--- config.mk ---
export PLATFORM = sky130hd
export DESIGN_NAME = alu_arbiter_flat
export DESIGN_NICKNAME = d
export VERILOG_FILES = /design/src/rtl/alu_arbiter_if.sv /design/src/rtl/alu_arbiter.sv /design/src/flat_wrapper.sv
export SDC_FILE = /design/constraint.sdc
export NUM_CORES = 1
export LEC_CHECK = 0
export ABC_AREA = 0
export CORE_AREA = 4 4 133 71
export CTS_BUF_LIST = sky130_fd_sc_hd__clkbuf_4 sky130_fd_sc_hd__clkbuf_8
export CTS_CLUSTER_SIZE = 14
export DETAILED_ROUTE_END_ITERATION = 10
export DIE_AREA = 0 0 137 75
export PLACE_DENSITY = 0.66
export SLEW_MARGIN = 15
export SYNTH_ARGS = -nofsm -noshare
export SYNTH_HDL_FRONTEND = slang
export SYNTH_SLANG_ARGS = --single-unit
--- constraint.sdc ---
create_clock -name clk -period 4.8 [get_ports clk]
set_clock_uncertainty 0.05 [all_clocks]
set_input_delay 0.96 -clock clk [delete_from_list [all_inputs] [get_ports clk]]
set_output_delay 0.96 -clock clk [all_outputs]
set_load 0.05 [all_outputs]
--- src/rtl/alu_arbiter_if.sv ---
// Bundle of the two requester ports, the response port and the ALU sequencing port.
// The arbiter uses the slave view; whoever drives requests and models the ALU uses master.
interface alu_arbiter_if;
  logic        req0;
  logic [1:0]  op0;
  logic [7:0]  x0;
  logic [7:0]  y0;
  logic        ack0;
  logic        req1;
  logic [1:0]  op1;
  logic [7:0]  x1;
  logic [7:0]  y1;
  logic        ack1;
  logic        rsp_valid;
  logic        rsp_id;
  logic [15:0] rsp_data;
  logic        rsp_err;
  logic        alu_begin;
  logic [1:0]  alu_op_code;
  logic [7:0]  alu_inbus;
  logic [7:0]  alu_outbus;
  logic        alu_end;
  logic        alu_clear;
  logic        busy;

  modport slave (
    input  req0, op0, x0, y0, req1, op1, x1, y1, alu_outbus, alu_end,
    output ack0, ack1, rsp_valid, rsp_id, rsp_data, rsp_err,
           alu_begin, alu_op_code, alu_inbus, alu_clear, busy
  );

  modport master (
    output req0, op0, x0, y0, req1, op1, x1, y1, alu_outbus, alu_end,
    input  ack0, ack1, rsp_valid, rsp_id, rsp_data, rsp_err,
           alu_begin, alu_op_code, alu_inbus, alu_clear, busy
  );
endinterface

--- src/rtl/alu_arbiter.sv ---
// Round-robin sharing of one ALU between two requesters, with a watchdog that aborts
// operations whose END never arrives. Every output is a register.
module alu_arbiter #(
  parameter int TIMEOUT = 64,
  parameter int CNT_W   = 8
) (
  input  logic         clk,
  input  logic         reset,
  alu_arbiter_if.slave bus
);
  localparam logic [2:0] S_IDLE   = 3'd0;
  localparam logic [2:0] S_BEGIN  = 3'd1;
  localparam logic [2:0] S_LOAD_X = 3'd2;
  localparam logic [2:0] S_LOAD_Y = 3'd3;
  localparam logic [2:0] S_WAIT   = 3'd4;
  localparam logic [2:0] S_RESP   = 3'd5;
  localparam logic [CNT_W-1:0] WD_LAST = CNT_W'(TIMEOUT - 1);

  logic [2:0]       state_q, state_d;
  logic             last_grant_q, last_grant_d;
  logic             owner_q, owner_d;
  logic [1:0]       op_q, op_d;
  logic [7:0]       x_q, x_d, y_q, y_d;
  logic [7:0]       s1_q, s1_d, s2_q, s2_d;
  logic [CNT_W-1:0] wd_q, wd_d;
  logic             ack0_q, ack0_d, ack1_q, ack1_d;
  logic             begin_q, begin_d, clear_q, clear_d, busy_q, busy_d;
  logic [1:0]       opc_q, opc_d;
  logic [7:0]       inbus_q, inbus_d;
  logic             rsp_valid_q, rsp_valid_d, rsp_id_q, rsp_id_d, rsp_err_q, rsp_err_d;
  logic [15:0]      rsp_data_q, rsp_data_d;
  logic             gnt;

  always_comb begin
    state_d      = state_q;
    last_grant_d = last_grant_q;
    owner_d      = owner_q;
    op_d         = op_q;
    x_d          = x_q;
    y_d          = y_q;
    s1_d         = s1_q;
    s2_d         = s2_q;
    wd_d         = wd_q;
    rsp_id_d     = rsp_id_q;
    rsp_data_d   = rsp_data_q;
    rsp_err_d    = rsp_err_q;
    ack0_d       = 1'b0;
    ack1_d       = 1'b0;
    clear_d      = 1'b0;
    gnt          = 1'b0;
    case (state_q)
      S_IDLE: begin
        if (bus.req0 || bus.req1) begin
          // On a tie the requester that did not win last time gets the ALU
          gnt          = (bus.req0 && bus.req1) ? ~last_grant_q : bus.req1;
          last_grant_d = gnt;
          owner_d      = gnt;
          op_d         = gnt ? bus.op1 : bus.op0;
          x_d          = gnt ? bus.x1 : bus.x0;
          y_d          = gnt ? bus.y1 : bus.y0;
          ack0_d       = ~gnt;
          ack1_d       = gnt;
          state_d      = S_BEGIN;
        end
      end
      S_BEGIN:  state_d = S_LOAD_X;
      S_LOAD_X: state_d = S_LOAD_Y;
      S_LOAD_Y: begin
        wd_d    = '0;
        state_d = S_WAIT;
      end
      S_WAIT: begin
        // Two-deep history of outbus: the result words precede END by two and one cycles
        s2_d = s1_q;
        s1_d = bus.alu_outbus;
        wd_d = wd_q + 1'b1;
        if (bus.alu_end) begin
          rsp_data_d = {s2_q, s1_q};
          rsp_err_d  = 1'b0;
          rsp_id_d   = owner_q;
          state_d    = S_RESP;
        end else if (wd_q == WD_LAST) begin
          clear_d    = 1'b1;
          rsp_data_d = 16'h0000;
          rsp_err_d  = 1'b1;
          rsp_id_d   = owner_q;
          state_d    = S_RESP;
        end
      end
      S_RESP:  state_d = S_IDLE;
      default: state_d = S_IDLE;
    endcase

    busy_d      = (state_d != S_IDLE);
    begin_d     = (state_d == S_BEGIN);
    rsp_valid_d = (state_d == S_RESP);
    opc_d       = (state_d == S_IDLE) ? 2'b00 : op_d;
    inbus_d     = (state_d == S_LOAD_X) ? x_d :
                  (state_d == S_LOAD_Y) ? y_d : 8'h00;
  end

  always_ff @(posedge clk or negedge reset) begin
    if (!reset) begin
      state_q      <= S_IDLE;
      last_grant_q <= 1'b1;
      owner_q      <= 1'b0;
      op_q         <= 2'b00;
      x_q          <= 8'h00;
      y_q          <= 8'h00;
      s1_q         <= 8'h00;
      s2_q         <= 8'h00;
      wd_q         <= '0;
      ack0_q       <= 1'b0;
      ack1_q       <= 1'b0;
      begin_q      <= 1'b0;
      clear_q      <= 1'b0;
      busy_q       <= 1'b0;
      opc_q        <= 2'b00;
      inbus_q      <= 8'h00;
      rsp_valid_q  <= 1'b0;
      rsp_id_q     <= 1'b0;
      rsp_err_q    <= 1'b0;
      rsp_data_q   <= 16'h0000;
    end else begin
      state_q      <= state_d;
      last_grant_q <= last_grant_d;
      owner_q      <= owner_d;
      op_q         <= op_d;
      x_q          <= x_d;
      y_q          <= y_d;
      s1_q         <= s1_d;
      s2_q         <= s2_d;
      wd_q         <= wd_d;
      ack0_q       <= ack0_d;
      ack1_q       <= ack1_d;
      begin_q      <= begin_d;
      clear_q      <= clear_d;
      busy_q       <= busy_d;
      opc_q        <= opc_d;
      inbus_q      <= inbus_d;
      rsp_valid_q  <= rsp_valid_d;
      rsp_id_q     <= rsp_id_d;
      rsp_err_q    <= rsp_err_d;
      rsp_data_q   <= rsp_data_d;
    end
  end

  assign bus.ack0        = ack0_q;
  assign bus.ack1        = ack1_q;
  assign bus.alu_begin   = begin_q;
  assign bus.alu_op_code = opc_q;
  assign bus.alu_inbus   = inbus_q;
  assign bus.alu_clear   = clear_q;
  assign bus.busy        = busy_q;
  assign bus.rsp_valid   = rsp_valid_q;
  assign bus.rsp_id      = rsp_id_q;
  assign bus.rsp_data    = rsp_data_q;
  assign bus.rsp_err     = rsp_err_q;
endmodule
--- src/flat_wrapper.sv ---
// flat-port wrapper written by rule: the top's interface ports become plain ports
module alu_arbiter_flat 
#(
  parameter int TIMEOUT = 64,
  parameter int CNT_W   = 8
)
  (clk, reset, bus_req0, bus_op0, bus_x0, bus_y0, bus_req1, bus_op1, bus_x1, bus_y1, bus_alu_outbus, bus_alu_end, bus_ack0, bus_ack1, bus_rsp_valid, bus_rsp_id, bus_rsp_data, bus_rsp_err, bus_alu_begin, bus_alu_op_code, bus_alu_inbus, bus_alu_clear, bus_busy);
  alu_arbiter_if bus_i ();
  input  logic clk;
  input  logic reset;
  input wire logic [$bits(bus_i.req0)-1:0] bus_req0;
  input wire logic [$bits(bus_i.op0)-1:0] bus_op0;
  input wire logic [$bits(bus_i.x0)-1:0] bus_x0;
  input wire logic [$bits(bus_i.y0)-1:0] bus_y0;
  input wire logic [$bits(bus_i.req1)-1:0] bus_req1;
  input wire logic [$bits(bus_i.op1)-1:0] bus_op1;
  input wire logic [$bits(bus_i.x1)-1:0] bus_x1;
  input wire logic [$bits(bus_i.y1)-1:0] bus_y1;
  input wire logic [$bits(bus_i.alu_outbus)-1:0] bus_alu_outbus;
  input wire logic [$bits(bus_i.alu_end)-1:0] bus_alu_end;
  output wire logic [$bits(bus_i.ack0)-1:0] bus_ack0;
  output wire logic [$bits(bus_i.ack1)-1:0] bus_ack1;
  output wire logic [$bits(bus_i.rsp_valid)-1:0] bus_rsp_valid;
  output wire logic [$bits(bus_i.rsp_id)-1:0] bus_rsp_id;
  output wire logic [$bits(bus_i.rsp_data)-1:0] bus_rsp_data;
  output wire logic [$bits(bus_i.rsp_err)-1:0] bus_rsp_err;
  output wire logic [$bits(bus_i.alu_begin)-1:0] bus_alu_begin;
  output wire logic [$bits(bus_i.alu_op_code)-1:0] bus_alu_op_code;
  output wire logic [$bits(bus_i.alu_inbus)-1:0] bus_alu_inbus;
  output wire logic [$bits(bus_i.alu_clear)-1:0] bus_alu_clear;
  output wire logic [$bits(bus_i.busy)-1:0] bus_busy;
  assign bus_i.req0 = bus_req0;
  assign bus_i.op0 = bus_op0;
  assign bus_i.x0 = bus_x0;
  assign bus_i.y0 = bus_y0;
  assign bus_i.req1 = bus_req1;
  assign bus_i.op1 = bus_op1;
  assign bus_i.x1 = bus_x1;
  assign bus_i.y1 = bus_y1;
  assign bus_i.alu_outbus = bus_alu_outbus;
  assign bus_i.alu_end = bus_alu_end;
  assign bus_ack0 = bus_i.ack0;
  assign bus_ack1 = bus_i.ack1;
  assign bus_rsp_valid = bus_i.rsp_valid;
  assign bus_rsp_id = bus_i.rsp_id;
  assign bus_rsp_data = bus_i.rsp_data;
  assign bus_rsp_err = bus_i.rsp_err;
  assign bus_alu_begin = bus_i.alu_begin;
  assign bus_alu_op_code = bus_i.alu_op_code;
  assign bus_alu_inbus = bus_i.alu_inbus;
  assign bus_alu_clear = bus_i.alu_clear;
  assign bus_busy = bus_i.busy;
  alu_arbiter #(.TIMEOUT(TIMEOUT), .CNT_W(CNT_W)) u_core (.clk(clk), .reset(reset), .bus(bus_i));
endmodule
==> results of run 1 <==
## cell families (layout without fill, tap and decap cells)
logic type / Yosys count / count (layout) / synth area share, %
adder cells (fa/ha/maj): 1 / 1 / 0.3872
flip-flops: 81 / 81 / 62.78
AND/OR/NAND/NOR: 85 / 85 / 12.78
multiplexers: 1 / 1 / 0.3485
AO/OA/AOI/OAI: 64 / 64 / 16.03
buffers and inverters: 44 / 121 / 7.126
XOR/XNOR: 2 / 2 / 0.5423
## sequential cells by signal (all words and copies together), names as in the netlist
signal	flops
u_core.bus.ack0	1
u_core.bus.ack1	1
u_core.bus.alu_begin	1
u_core.bus.alu_clear	1
u_core.bus.alu_inbus	8
u_core.bus.alu_op_code	2
u_core.bus.busy	1
u_core.bus.rsp_data	16
u_core.bus.rsp_err	1
u_core.bus.rsp_id	1
u_core.bus.rsp_valid	1
u_core.last_grant_q	1
u_core.op_q	2
u_core.owner_q	1
u_core.s1_q	8
u_core.s2_q	8
u_core.state_q	3
u_core.wd_q	8
u_core.x_q	8
u_core.y_q	8
## stage by stage
stage | cell area, um^2 | cells | power (mW) | setup slack, ns | hold slack (ns)
floorplan | 3231 | 278 | 1.966 | 2.786 | 0.3923
global placement | 4059 | 457 | 2.295 | 1.974 | 0.4100
detailed placement | 4059 | 457 | 2.328 | 1.910 | 0.4097
CTS | 4272 | 472 | 2.857 | 2.196 | 0.4285
global route | 4272 | 472 | 3.000 | 2.139 | 0.4630
finish | 4272 | 472 | 2.826 | 2.226 | 0.4254
## routing by layer
metal	vias to the layer above	track usage [%]	wire length (um)
met5	-	0	0
met4	0	4.978	37
met3	4	4.673	399
met2	58	22.03	3307
met1	1172	22.25	3735
li1	1122	-	-
## area by class of cell
class	instances	area, um^2	area share [%]
clock inverters	3	47.55	1.113
flip-flops and latches	81	2028	47.48
well taps	117	146.4	3.427
multi-input cells	153	972.2	22.76
clock buffers	12	165.2	3.866
repair buffers	83	825.8	19.33
inverters	23	86.33	2.021
## how the worst max path moves through the flow
stage	to	slack, ns	depth (start not counted)
after global routing	u_core.bus.alu_inbus[7]	2.14	5
final	bus_rsp_data[3]	2.23	1
after global placement	u_core.bus.alu_inbus[6]	1.97	5
after floorplan	u_core.bus.alu_inbus[0]	2.79	5
after detailed placement	u_core.bus.alu_inbus[1]	1.91	5
after CTS	bus_rsp_data[3]	2.20	1
## placed cells by master, fill, tap and decap left out, drive strengths merged
cell,count
o22a,1
or2,1
mux2,1
a41oi,1
nor3,2
clkbuf,12
inv,24
a21o,2
o22ai,10
nand2,54
buf,2
nor2b,2
nor4,3
a222oi,18
o21ai,9
nor2,5
clkdlybuf4s50,81
nand3,4
a21oi,5
xor2,1
and2,3
ha,1
dfstp,1
a2bb2oi,1
nand4,1
nand2b,3
bufinv,1
dfrtp,80
or3b,3
and3,3
nand3b,1
xnor2,1
a22o,17
clkinv,1
## power groups by stage
stage          clock (mW)  sequential, mW  combinational, mW
6_report            0.522            1.11               1.19
5_1_grt             0.570            1.15               1.28
4_1_cts             0.539            1.11               1.20
3_5_place_dp            0            1.12               1.20
3_3_place_gp            0            1.12               1.18
2_1_floorplan           0            1.42              0.542
==> reports/results.txt, run 1 <==
Outcome: finished, final reports clean
Chip width: 137 um
Pwr dens: 661.5 nW/um^2
Reg2reg setup slack: 2.56 ns
Routability cong.: 0.8024
Antenna violations before repair: 0
Post-synth cell types: 41
Setup TNS: 0 ns
WL/cell: 15.84 um
Worst R2R End: u_core.bus.rsp_data[6]
IO Port Bufs: 82
Routed Antenna Nets: 0
Worst slew pin tran: 0.9805 ns
Net switching power: 1.135 mW
Crit path largest cell delay: 0.83 ns
Worst setup EP type: primary output
Main flop type after synthesis: dfrtp_1
Critical path's slowest cell: clkdlybuf4s50_1
Most common cell in the netlist: dfrtp_1
Worst path arrival time: 1.56 ns
Slew Limit Headroom: 34.63%
Layout cells sized above 1: 8.169%
Largest net degree at the start of global routing: 82
Post-CTS Setup Repair Bufs: 0
Worst Setup SP: u_core.bus.rsp_data[3]
CTS tree: yes
Clock slew at reported path FFs: 0.08 ns
Pre-Repair DR Iteration Count: 6
Row count: 24
Worst R2R Path Depth: 4
Tcrit/Tclk final: 53.63%
Top cells by area, synth: dfrtp_1, nand2_1, a222oi_1
Mapped Nets: 328
DRT iter0 DRCs: 184
TritonCTS Sinks: 81
Register bit total from synthesis: 81
Delay-heaviest family, CP: buffers and inverters
Post-route core utilization: 50.80%
Sequential share of power: 39.3%
Number of synthesized flops with an enable pin: 0
Leak: 1.987 nW
Min Tclk post-route: 2.574 ns
Drc violations: 0
Commonest cells post-synth: dfrtp_1, nand2_1, inv_1
RSZ-0062 raised after global routing: no
Int Power: 1.691 mW
Post-synthesis cell area: 3231 um^2
Hold crit path type: reg -> reg
Overflow after GRT: 0
CP Data Required Time: 3.79 ns
Switching share of power: 40.16%
Die height: 75 um
H-tree Lvls: 3
I/O pins: 83
Total global routing track utilization: 15.31%
Ys async rst share: 100.0%
Hold Buf Count CTS: 0
Post-synth top area cell: dfrtp_1
Max FO, Critical Path: 2
Detailed placement HPWL: 5143 um
Initial core utilization: 38.42%
Avg Cell Area, Syn: 11.62 um^2
YS warnings: 0
Crit-path cells: clkdlybuf4s50_1
Cts bufs inserted: 9
DIE AREA: 10,280 um^2
Maxcap violations: 0
Max-slew violations: 0
Combinational power share: 42.2%
CTS root buffer: clkbuf_8
Clock Path Buffers: 2
First-pass GRT wire length: 11,930 um
Crit path buf inv count: 1
Via Count: 2,356
Cell depth of the worst min-delay path: 1
# setup viols final: 0
Fin. Hold Viols: 0
R2R Path Start: u_core.state_q[1]
Cts repair resizes: 0
Vias in the first global route: 2,333
Min-delay src: u_core.owner_q
Final WL: 7478 um
VDD IR max: 483.5 uV
Mapped Cells: 278
Part of the power in the clock network: 18.5%
Via/cell ratio: 4.992
Synth top area share: 61.97%
Fillers: 765
Sequential-to-total area share from yosys stat: 62.78%
Ant diodes: 0
Area grow syn2layout: 32.22%
Worst Hold End: u_core.owner_q
Startpoint Class: register
FMAX: 388.5 MHz
Layout Nets: 401
Worst-skew pair later-pin latency: 0.35 ns
WS Path Type: reg -> out
Core ar.: 8408 um^2
(Power assumes the default switching activity.)
==> run 2: changes to the inputs <==
==> constraint.sdc (replaced) <==
create_clock -name clk -period 2.5 [get_ports clk]
set_clock_uncertainty 0.05 [all_clocks]
set_input_delay 0.5 -clock clk [delete_from_list [all_inputs] [get_ports clk]]
set_output_delay 0.5 -clock clk [all_outputs]
set_load 0.05 [all_outputs]
==> reports/results.txt, run 2 (same netlist as run 1, synthesis figures left out) <==
Total power draw: 5.507 mW
RSZ-0062 raised after global routing: no
FMAX: 471.5 MHz
Worst path arrival time: 1.57 ns
Post-Layout Inst Area: 4334 um^2
Area grow syn2layout: 34.16%
Placement Setup Slack: 0.09454 ns
Routed Antenna Nets: 0
Overflow after GRT: 0
Detailed placement HPWL: 5340 um
Crit path buf inv count: 1
Crit-path cells: clkdlybuf4s50_1
WS Path Type: reg -> out
Placed Area: 4116 um^2
Row count: 24
Ant diodes: 0
Min Tclk post-route: 2.121 ns
Outcome: finished, final reports clean
Pwr dens: 1271 nW/um^2
Worst slew pin tran: 0.7572 ns
Via Count: 2,416
Post-route core utilization: 51.55%
# setup viols final: 0
Antenna violations before repair: 0
Hold crit path type: in -> async
TritonCTS Sinks: 81
Fin Hold WS: 0.06959 ns
Layout Nets: 407
Delay-heaviest family, CP: buffers and inverters
Commonest non-fill, non-tap cells in the layout: clkdlybuf4s50_1, dfrtp_1, nand2_1
Chip width: 137 um
Final setup margin: 0.3789 ns
Layout Cells excl Fill: 478
Cts bufs inserted: 9
Worst-skew pair later-pin latency: 0.35 ns
Final WL: 7582 um
Leak: 2.017 nW
Clock Path Buffers: 2
I/O pins: 83
Core ar.: 8408 um^2
Cts repair resizes: 0
Max FO, Critical Path: 2
Drc violations: 0
Number of flip-flops in the largest register: 16
CP Data Required Time: 1.95 ns
Combinational power share: 42.3%
Pre-Repair DR Iteration Count: 7
DIE AREA: 10,280 um^2
WL/cell: 15.86 um
Setup TNS: 0 ns
Net switching power: 2.197 mW
Sequential share of power: 38.8%
Routability cong.: 0.7612
Layout cells sized above 1: 9.695%
Total global routing track utilization: 16.45%
VDD IR max: 699.4 uV
First-pass GRT wire length: 12,790 um
CTS tree: yes
Clock slew at reported path FFs: 0.08 ns
Crit path largest cell delay: 0.83 ns
Worst R2R Path Depth: 4
Worst setup EP type: primary output
Die height: 75 um
Critical path depth: 1
IO Port Bufs: 82
Slew Limit Headroom: 49.52%
Fin. Hold Viols: 0
Hold Buf Count CTS: 0
Max-slew violations: 0
Switching share of power: 39.89%
Critical path's slowest cell: clkdlybuf4s50_1
Placed Cells: 463
Post-CTS Setup Repair Bufs: 0
Part of the power in the clock network: 18.9%
DRT iter0 DRCs: 197
Commonest non-fill, non-tap cell in the layout: clkdlybuf4s50_1
Vias in the first global route: 2,443
Initial core utilization: 38.42%
Maxcap violations: 0
Startpoint Class: register
Int Power: 3.310 mW
CTS root buffer: clkbuf_8
Largest net degree at the start of global routing: 42
H-tree Lvls: 3
Via/cell ratio: 5.054
Tcrit/Tclk final: 84.84%
==> run 2: layout make-up <==
class,count,area (um^2)
well taps,117,146.4
inverters,23,86.33
multi-input cells,153,972.2
repair buffers,89,883.3
clock buffers,10,137.6
flip-flops and latches,81,2028
fillers,751,4074
clock inverters,5,80.08
==> run 2: power by group through the flow <==
stage | Clock (mW) | Combinational [mW] | Sequential, mW
6_report | 1.04 | 2.33 | 2.13
4_1_cts | 1.07 | 2.35 | 2.14
2_1_floorplan | 0 | 1.04 | 2.73
3_5_place_dp | 0 | 2.34 | 2.16
3_3_place_gp | 0 | 2.29 | 2.15
5_1_grt | 1.14 | 2.54 | 2.20
==> run 2: final timing paths <==
path / slack [ns] / end / from
worst max-delay path: 0.38 / bus_rsp_data[3] / u_core.bus.rsp_data[3]
worst min-delay path: 0.07 / u_core.bus.alu_op_code[0] / reset
worst max register to register: 0.43 / u_core.bus.alu_inbus[4] / u_core.state_q[0]
worst min register to register: 0.43 / u_core.s2_q[3] / u_core.s2_q[3]
max in group asynchronous: 1.75 / u_core.s1_q[4] / reset
min in group clk: 0.43 / u_core.s2_q[3] / u_core.s2_q[3]
==> run 2: metal layers <==
layer	part of all wire [%]	GRT usage (%)	vias up
met3	5.2	5.274	7
met1	50	23.94	1207
met2	44	23.28	69
met5	0	0	-
li1	-	-	1133
met4	1.1	5.642	0
